<file path="src/rtl/cnn_pkg.sv">
// Shared CNN datapath types and constants used by the post-conv stages.
package cnn_pkg;

  localparam int SAT_MAX = 127;
  localparam int SAT_MIN = -128;

  typedef logic signed [7:0] pix_t;

  // Number of pooled pixels from a 2x2/stride-2 pool; odd trailing row/col dropped.
  function automatic int psize(input int h, input int w);
    return (h / 2) * (w / 2);
  endfunction

endpackage

</file>
<file path="src/rtl/sat_relu.sv">
// Bias add with int8 saturation followed by ReLU; purely combinational.
module sat_relu
  import cnn_pkg::*;
(
  input  pix_t a,
  input  pix_t b,
  output pix_t y
);

  localparam logic signed [8:0] S_MAX = 9'(SAT_MAX);
  localparam logic signed [8:0] S_MIN = 9'(SAT_MIN);

  logic signed [8:0] sum;
  logic signed [8:0] clamped;

  // 9-bit sum cannot overflow; clamp to int8, then zero negatives
  always_comb begin
    sum = {a[7], a} + {b[7], b};
    if (sum > S_MAX)      clamped = S_MAX;
    else if (sum < S_MIN) clamped = S_MIN;
    else                  clamped = sum;
    y = clamped[8] ? '0 : pix_t'(clamped[7:0]);
  end

endmodule

</file>
<file path="src/rtl/bias_relu_maxpool.sv">
// Post-conv stage: bias+saturate+ReLU capture into an HxW map, then 2x2/s2 max-pool streaming.
module bias_relu_maxpool
  import cnn_pkg::*;
#(
  parameter int H         = 14,
  parameter int W         = 14,
  parameter int ADDR_LEN  = 7,
  parameter int OADDR_LEN = 5
) (
  input  logic                 clk,
  input  logic                 rst,
  input  logic                 store,
  input  logic [ADDR_LEN:0]    address,
  input  logic signed [7:0]    result,
  input  logic signed [7:0]    bias,
  input  logic [3:0]           out_c,
  input  logic                 pool,
  output logic                 pool_done,
  output logic                 busy,
  output logic                 out_valid,
  output logic [OADDR_LEN:0]   out_addr,
  output logic signed [7:0]    out_data,
  output logic [3:0]           out_chan,
  output logic                 ovr_err
);

  localparam int                 NPIX     = H * W;
  localparam logic [ADDR_LEN:0]  NPIX_A   = (ADDR_LEN+1)'(NPIX);
  localparam logic [ADDR_LEN:0]  W_A      = (ADDR_LEN+1)'(W);
  localparam logic [ADDR_LEN:0]  PCOL_END = (ADDR_LEN+1)'(W / 2 - 1);
  localparam logic [OADDR_LEN:0] OIDX_END = (OADDR_LEN+1)'(psize(H, W) - 1);

  typedef enum logic [1:0] {IDLE, POOL, DONE} state_t;

  state_t state_q, state_d;

  pix_t                map_q [NPIX];
  pix_t                pix_new;
  logic [ADDR_LEN:0]   prow_q, pcol_q;
  logic [OADDR_LEN:0]  oidx_q;
  logic [ADDR_LEN:0]   idx0, idx1, idx2, idx3;
  pix_t                m_top, m_bot, win_max;
  logic                addr_ok, wr_en, pool_go;

  sat_relu u_sat_relu (
    .a (result),
    .b (bias),
    .y (pix_new)
  );

  // A store in the same cycle as an accepted pool still lands: busy rises only after that edge
  assign addr_ok = (address < NPIX_A);
  assign wr_en   = store && !busy && addr_ok;
  assign pool_go = pool && !busy;

  // Map buffer: registered write, cleared on reset
  always_ff @(posedge clk or posedge rst) begin
    if (rst) begin
      for (int i = 0; i < NPIX; i++) map_q[i] <= '0;
    end else if (wr_en) begin
      map_q[address] <= pix_new;
    end
  end

  // Sticky error for stores that had to be dropped
  always_ff @(posedge clk or posedge rst) begin
    if (rst)                                ovr_err <= 1'b0;
    else if (store && (busy || !addr_ok))   ovr_err <= 1'b1;
  end

  // Window corner addresses for the current (prow, pcol)
  always_comb begin
    idx0    = ((prow_q << 1) * W_A) + (pcol_q << 1);
    idx1    = idx0 + 1'b1;
    idx2    = idx0 + W_A;
    idx3    = idx2 + 1'b1;
    m_top   = (map_q[idx0] > map_q[idx1]) ? map_q[idx0] : map_q[idx1];
    m_bot   = (map_q[idx2] > map_q[idx3]) ? map_q[idx2] : map_q[idx3];
    win_max = (m_top > m_bot) ? m_top : m_bot;
  end

  // FSM state register
  always_ff @(posedge clk or posedge rst) begin
    if (rst) state_q <= IDLE;
    else     state_q <= state_d;
  end

  // FSM next-state
  always_comb begin
    state_d = state_q;
    case (state_q)
      IDLE:    if (pool_go) state_d = POOL;
      POOL:    if (oidx_q == OIDX_END) state_d = DONE;
      DONE:    state_d = IDLE;
      default: state_d = IDLE;
    endcase
  end

  // Pool counters and registered output stream; busy drops after the pool_done cycle
  always_ff @(posedge clk or posedge rst) begin
    if (rst) begin
      busy      <= 1'b0;
      pool_done <= 1'b0;
      out_valid <= 1'b0;
      out_addr  <= '0;
      out_data  <= '0;
      out_chan  <= '0;
      prow_q    <= '0;
      pcol_q    <= '0;
      oidx_q    <= '0;
    end else begin
      out_valid <= 1'b0;
      pool_done <= 1'b0;
      case (state_q)
        IDLE: begin
          if (pool_go) begin
            busy     <= 1'b1;
            out_chan <= out_c;
            prow_q   <= '0;
            pcol_q   <= '0;
            oidx_q   <= '0;
          end else if (pool_done) begin
            busy <= 1'b0;
          end
        end
        POOL: begin
          out_valid <= 1'b1;
          out_addr  <= oidx_q;
          out_data  <= win_max;
          oidx_q    <= oidx_q + 1'b1;
          if (pcol_q == PCOL_END) begin
            pcol_q <= '0;
            prow_q <= prow_q + 1'b1;
          end else begin
            pcol_q <= pcol_q + 1'b1;
          end
        end
        DONE:    pool_done <= 1'b1;
        default: ;
      endcase
    end
  end

endmodule
</file>
<file path="config.mk">
export PLATFORM = sky130hd
export DESIGN_NAME = bias_relu_maxpool
export DESIGN_NICKNAME = d
export VERILOG_FILES = /design/src/rtl/cnn_pkg.sv /design/src/rtl/sat_relu.sv /design/src/rtl/bias_relu_maxpool.sv
export SDC_FILE = /design/constraint.sdc
export NUM_CORES = 2
export LEC_CHECK = 0
export CAP_MARGIN = 20
export CORE_UTILIZATION = 45
export DETAILED_ROUTE_END_ITERATION = 10
export HOLD_SLACK_MARGIN = 0.1
export PLACE_DENSITY = 0.6
export SLEW_MARGIN = 20
export SYNTH_ARGS = -nofsm -noshare
export SYNTH_HDL_FRONTEND = slang
export SYNTH_SLANG_ARGS = --single-unit
</file>
<file path="constraint.sdc">
create_clock -name clk -period 91.4 [get_ports clk]
set_clock_uncertainty 0.2 [all_clocks]
set_input_delay 18.28 -clock clk [delete_from_list [all_inputs] [get_ports clk]]
set_output_delay 18.28 -clock clk [all_outputs]
set_load 0.01 [all_outputs]
</file>
# Word level (Yosys, flattened, before mapping)
# Index checks and enable logic that the tools add are counted.
[classes] muxes=35 shift=0 order_cmp=12 div_mod_pow=0 n_mul=1 eq_ne=7 bitwise_logic=5 n_reduce_logical=16 n_addsub=8
[op_table] cell="$bwmux W1568" n=1
[op_table] cell="$bmux W8 S8" n=4
[op_table] cell="$mux W8" n=16
[op_table] cell="$demux W8 S8" n=1
[op_table] cell="$ge A9 B9 Y1 const B" n=5
[op_table] cell="$not A8 Y9" n=5
[op_table] cell="$add A8 B1 Y8 const B" n=4
[op_table] cell="$pmux W8 S2" n=2
[op_table] cell="$gt A8 B8 Y1" n=3
[op_table] cell="$mux W9" n=2
[op_table] cell="$pmux W6 S2" n=1
[op_table] cell="$add A8 B8 Y9" n=1
[op_table] cell="$gt A9 B8 Y1 const B" n=1
[op_table] cell="$lt A9 B1 Y1 const B" n=1
[op_table] cell="$lt A9 B8 Y1 const B" n=1
[op_table] cell="$add A8 B4 Y8 const B" n=1
[op_table] cell="$add A8 B8 Y8" n=1
[op_table] cell="$eq A8 B3 Y1 const B" n=1
[op_table] cell="$lt A8 B8 Y1 const B" n=1
[op_table] cell="$reduce_and A2 Y1" n=4
[op_table] cell="$mul A7 B3 Y6 const B" n=1
[op_table] cell="$add A6 B1 Y6 const B" n=1
[op_table] cell="$eq A6 B6 Y1 const B" n=1
[op_table] cell="$mux W6" n=1
[op_table] cell="other kinds (12)" n=24
[word_totals] mem_bits_ro=0 regBits=1614 output_inout_bits=22 ramBits=0 word_cells=291 memories=0 latch_bits=0

# Depth between registers and ports, before layout
[depth] depth_word=12 depth_mapped=40 ltp_nobuf=33

# Modules after synthesis
# From an unflattened synthesis, not the netlist that was laid out.
[hier_totals] hier_cells=5721 hier_area_um2=87871.8
[modules_own_cells] mod="bias_relu_maxpool" seq_area_each_um2=40338.7 area_each_um2=87485.2 cells_each=5672 n_inst=1
[modules_own_cells] mod="sat_relu" seq_area_each_um2=0.0 area_each_um2=386.6 cells_each=49 n_inst=1

# Least setup slack after synthesis
# Ideal clock, no wire load.
[synth_path] kind="input port to flip-flop" start="input port result[0]" end="register map_q[1000] in the netlist's numbering" path_buffers=2 required_time_ps=91067 t_arrival_ps=20567 path_slack_ps=70500 stages=13 cell_sequence="ha_1 -> fa_1 -> a21oi_1 -> nor2_1 -> nor2_1 -> o21bai_1 -> a21oi_1 -> nand2b_1 -> a31oi_1 -> o21ai_1 -> clkbuf_1 -> clkbuf_1 -> o21ai_0"
[synth_via] elab_chain_len=6
[synth_lines] element="start: declaration" line_no="bias_relu_maxpool.sv:14" source="input logic signed [7:0] result,"
[synth_lines] element="$add A8 B8 Y9 (*)" line_no="sat_relu.sv:18" source="sum = {a[7], a} + {b[7], b};"
[synth_lines] element="$lt A9 B8 Y1" line_no="sat_relu.sv:20" source="else if (sum < S_MIN) clamped = S_MIN;"
[synth_lines] element="$mux W9" line_no="sat_relu.sv:20"
[synth_lines] element="$mux W9 (*)" line_no="sat_relu.sv:19" source="if (sum > S_MAX) clamped = S_MAX;"
[synth_lines] element="$mux W8 (*)" line_no="sat_relu.sv:22" source="y = clamped[8] ? '0 : pix_t'(clamped[7:0]);"
[synth_lines] element="$bwmux W1568 (*)" line_no="bias_relu_maxpool.sv:61" source="map_q[address] <= pix_new;"
[synth_lines] element="end signal: indexed assignment" line_no="bias_relu_maxpool.sv:61"
[synth_lines] element="end: declaration" line_no="bias_relu_maxpool.sv:37" source="pix_t map_q [NPIX];"
# Every way passes the cells marked *; elsewhere a longest branch is shown, timed or not.
# A chain may end at the register's enable or synchronous reset.

# Final worst setup path
[layout_path] start="input port result[0]" end="register map_q[157] in the netlist's numbering"
# The elaborated chain is that of the path after synthesis.

==> impl_metrics.env <==
export IMPL_status="finished clean"
export IMPL_syn_avg_cell_area_sq_um=11.2
export IMPL_remaining_drc_errors=0
export IMPL_synth_common_cells="1792 x nand2_1, 1612 x dfrtp_1, 1416 x o21ai_0"
export IMPL_nNetsFinal=7309
export IMPL_post_cts_buffers=0
export IMPL_yosys_area_top_type="dfrtp_1"
export IMPL_async_flop_share=1.00
export IMPL_dr_pass1_iters=7
export IMPL_fp_dieArea_sq_mm=0.190
export IMPL_critical_path_required_ns=91.86
export IMPL_synth_simple_area_share=0.112
export IMPL_drive_above_1_share=0.183
export IMPL_grt_ovfl_total=0
export IMPL_clkTransAtPathRegs_ns=0.06
export IMPL_gr_usage_met2=0.424
export IMPL_cts_hold_buf=0
export IMPL_clockBufferDepth=3
export IMPL_ios=54
export IMPL_initial_core_util=0.455
export IMPL_synthMuxAreaShare=0.247
export IMPL_cp_arrival_ns=22.72
export IMPL_power_density_mw_per_mm2=16.8
export IMPL_grt_pass1_wl_microns=406000
export IMPL_period_minus_slack_ns=22.27
export IMPL_period_share=0.244
export IMPL_ctsRootBufferMaster="clkbuf_16"
export IMPL_met3_usage=0.0673
export IMPL_synth_flop_cell="dfrtp_1"
export IMPL_clk_latency_ns=0.84
export IMPL_clock_sinks=1612
export IMPL_power_leakage_uw=0.0402
export IMPL_synth_most_common_cell="nand2_1"
export IMPL_die_h_microns=435
export IMPL_synth_top_area_frac=0.477
export IMPL_grt_pass1_vias=59800
export IMPL_via_per_inst=6.26
export IMPL_grt_max_degree=197
export IMPL_io_buffers=53
export IMPL_ys_seq_area_frac=0.477
export IMPL_grt_use_total=0.285
export IMPL_placed_cell_area_sq_mm=0.0866
export IMPL_core_area_sq_mm=0.186
export IMPL_slowest_stage="buf_4"
export IMPL_maxCapViolations=0
export IMPL_ys_warn_count=0
export IMPL_ant_nets=0
export IMPL_cp_num_buf_inv=3
export IMPL_setup_violations=0
export IMPL_vias=61600
export IMPL_path_class="primary input to register"
export IMPL_hold_class="register to register"
export IMPL_finalWirelength_microns=269000
export IMPL_grt_busiest_layer="met2"
export IMPL_wl_per_cell_microns=27.3
export IMPL_synthCells=7520
export IMPL_hp_start="state_q[0]"
export IMPL_critPathCaptureType="register"
export IMPL_synth_edf_count=0
export IMPL_synth_cell_types=85
export IMPL_area_growth_pct=9.93
export IMPL_synthAdderAreaFrac=0.00897
export IMPL_synth_seq_cells=1612
export IMPL_synth_area_leaders="dfrtp_1 48%, mux4_2 21%, o21ai_0 8.4%"
export IMPL_synth_top_family_by_area="multiplexers"
export IMPL_cts_tree="yes"
export IMPL_rsz0062_at_grt="no"
export IMPL_maxSlewHeadroom=0.196
export IMPL_fmax_mhz=44.9
export IMPL_drt_iter0_markers=6610
export IMPL_hold_slack_ns=0.268
export IMPL_cts_resized_gates=0
export IMPL_hpwl_microns=173000
export IMPL_critPathLaunchType="primary input"
export IMPL_htreeDepth=4
export IMPL_critPathMaxFanout=94
export IMPL_dieWidth_microns=435
export IMPL_path_delay_family="buffers and inverters"
export IMPL_fin_tns_setup_ns=0
export IMPL_crit_chain="clkdlybuf4s50_1 -> ha_1 -> fa_1 -> a21oi_1 -> nor2_1 -> nor2_1 -> o21bai_1 -> a21oi_1 -> nand2b_1 -> a31oi_2 -> o21ai_4 -> buf_4 -> buf_4 -> o21ai_0"
export IMPL_slew_violations=0
export IMPL_placementRows=158
export IMPL_synth_area_sq_mm=0.0846
export IMPL_crit_path_start="result[0]"
export IMPL_finalInstanceArea_sq_mm=0.0930
export IMPL_synth_compound_area_frac=0.114
export IMPL_cts_buffers=178
export IMPL_tightest_slew_ns=1.21
export IMPL_synth_xor_area_frac=0.00314
export IMPL_use_met1=0.397
export IMPL_max_stage_delay_ns=0.83
export IMPL_place_congestion=0.929
export IMPL_antenna_found_initial=7
export IMPL_rr_startpoint="prow_q[0]"
export IMPL_irDropWorstVdd_v=0.0000197
export IMPL_synth_nets=7609
export IMPL_hold_violations=0
export IMPL_fillers=16300
==> routing by layer <==
layer,vias to the layer above,wire [microns],part of all wire
li1,26700,-,-
met1,31600,111000,0.41
met2,2815,120000,0.45
met3,587,24600,0.092
met4,4,13500,0.050
met5,-,21,0.000078
==> layout make-up <==
type | instances | area, sq um | share of cell area
Tap cell | 2480 | 3100 | 0.0334
Clock buffer | 248 | 5140 | 0.0553
Timing Repair Buffer | 180 | 1730 | 0.0187
Sequential cell | 1612 | 40300 | 0.434
Antenna cell | 6 | 15.0 | 0.000162
Inverter | 23 | 93.8 | 0.00101
Clock inverter | 77 | 1140 | 0.0123
Multi-Input combinational cell | 5225 | 41400 | 0.445
==> power by group <==
group                switching (uW)  internal, uW
Combinational                  64.8          6.43
Sequential     0.000000000000000683           714
Clock                           310           464
==> per-stage QoR <==
stage	setup slack (ns)	cells	util	power [uW]
after CTS	69.20	9842	0.499	1570
after global placement	68.31	9516	0.465	797
after detailed placement	68.29	9517	0.465	798
after global routing	68.78	9848	0.500	1600
final	69.13	9851	0.500	1560
after floorplan	27.43	7520	-	771
==> flip-flops by register name, indices dropped and copies added, names as in the netlist, 2 cells and up <==
register  cells
out_chan      4
out_addr      6
prow_q        6
map_q      1568
pcol_q        8
oidx_q        6
state_q       2
out_data      8
==> layout by cell type, fill, tap and decap left out, types with 57 or more instances in the layout <==
master     count
nand2_1     1792
clkbuf_16    182
and2_1       199
nor2_1       110
mux2_2        57
a21oi_1      109
mux2i_1      209
buf_4        106
mux4_2       807
dfrtp_1     1611
o21ai_0     1415
==> cells by family (layout without fill, tap and decap cells) <==
kind of cell	count (synthesis)	count (layout)
AOI/OAI and AO/OA	1780	1780
muxes	1073	1073
xor gates and xnor gates	27	27
and+or+nand+nor	2288	2288
DFF	1612	1612
buffers and inverters	683	528
other	0	6
adders and majority gates	57	57
==> worst paths after layout <==
check	depth (start not counted)	endpoint	slack, ns
max in group asynchronous	6	map_q[308]	69.47
worst max register to register	30	out_data[1]	80.08
worst min-delay path	1	pool_done	0.27
min in group asynchronous	2	map_q[1251]	17.75
worst max-delay path	14	map_q[157]	69.13
worst min register to register	1	pool_done	0.27
No activity file was read; power rests on OpenSTA's default activity.
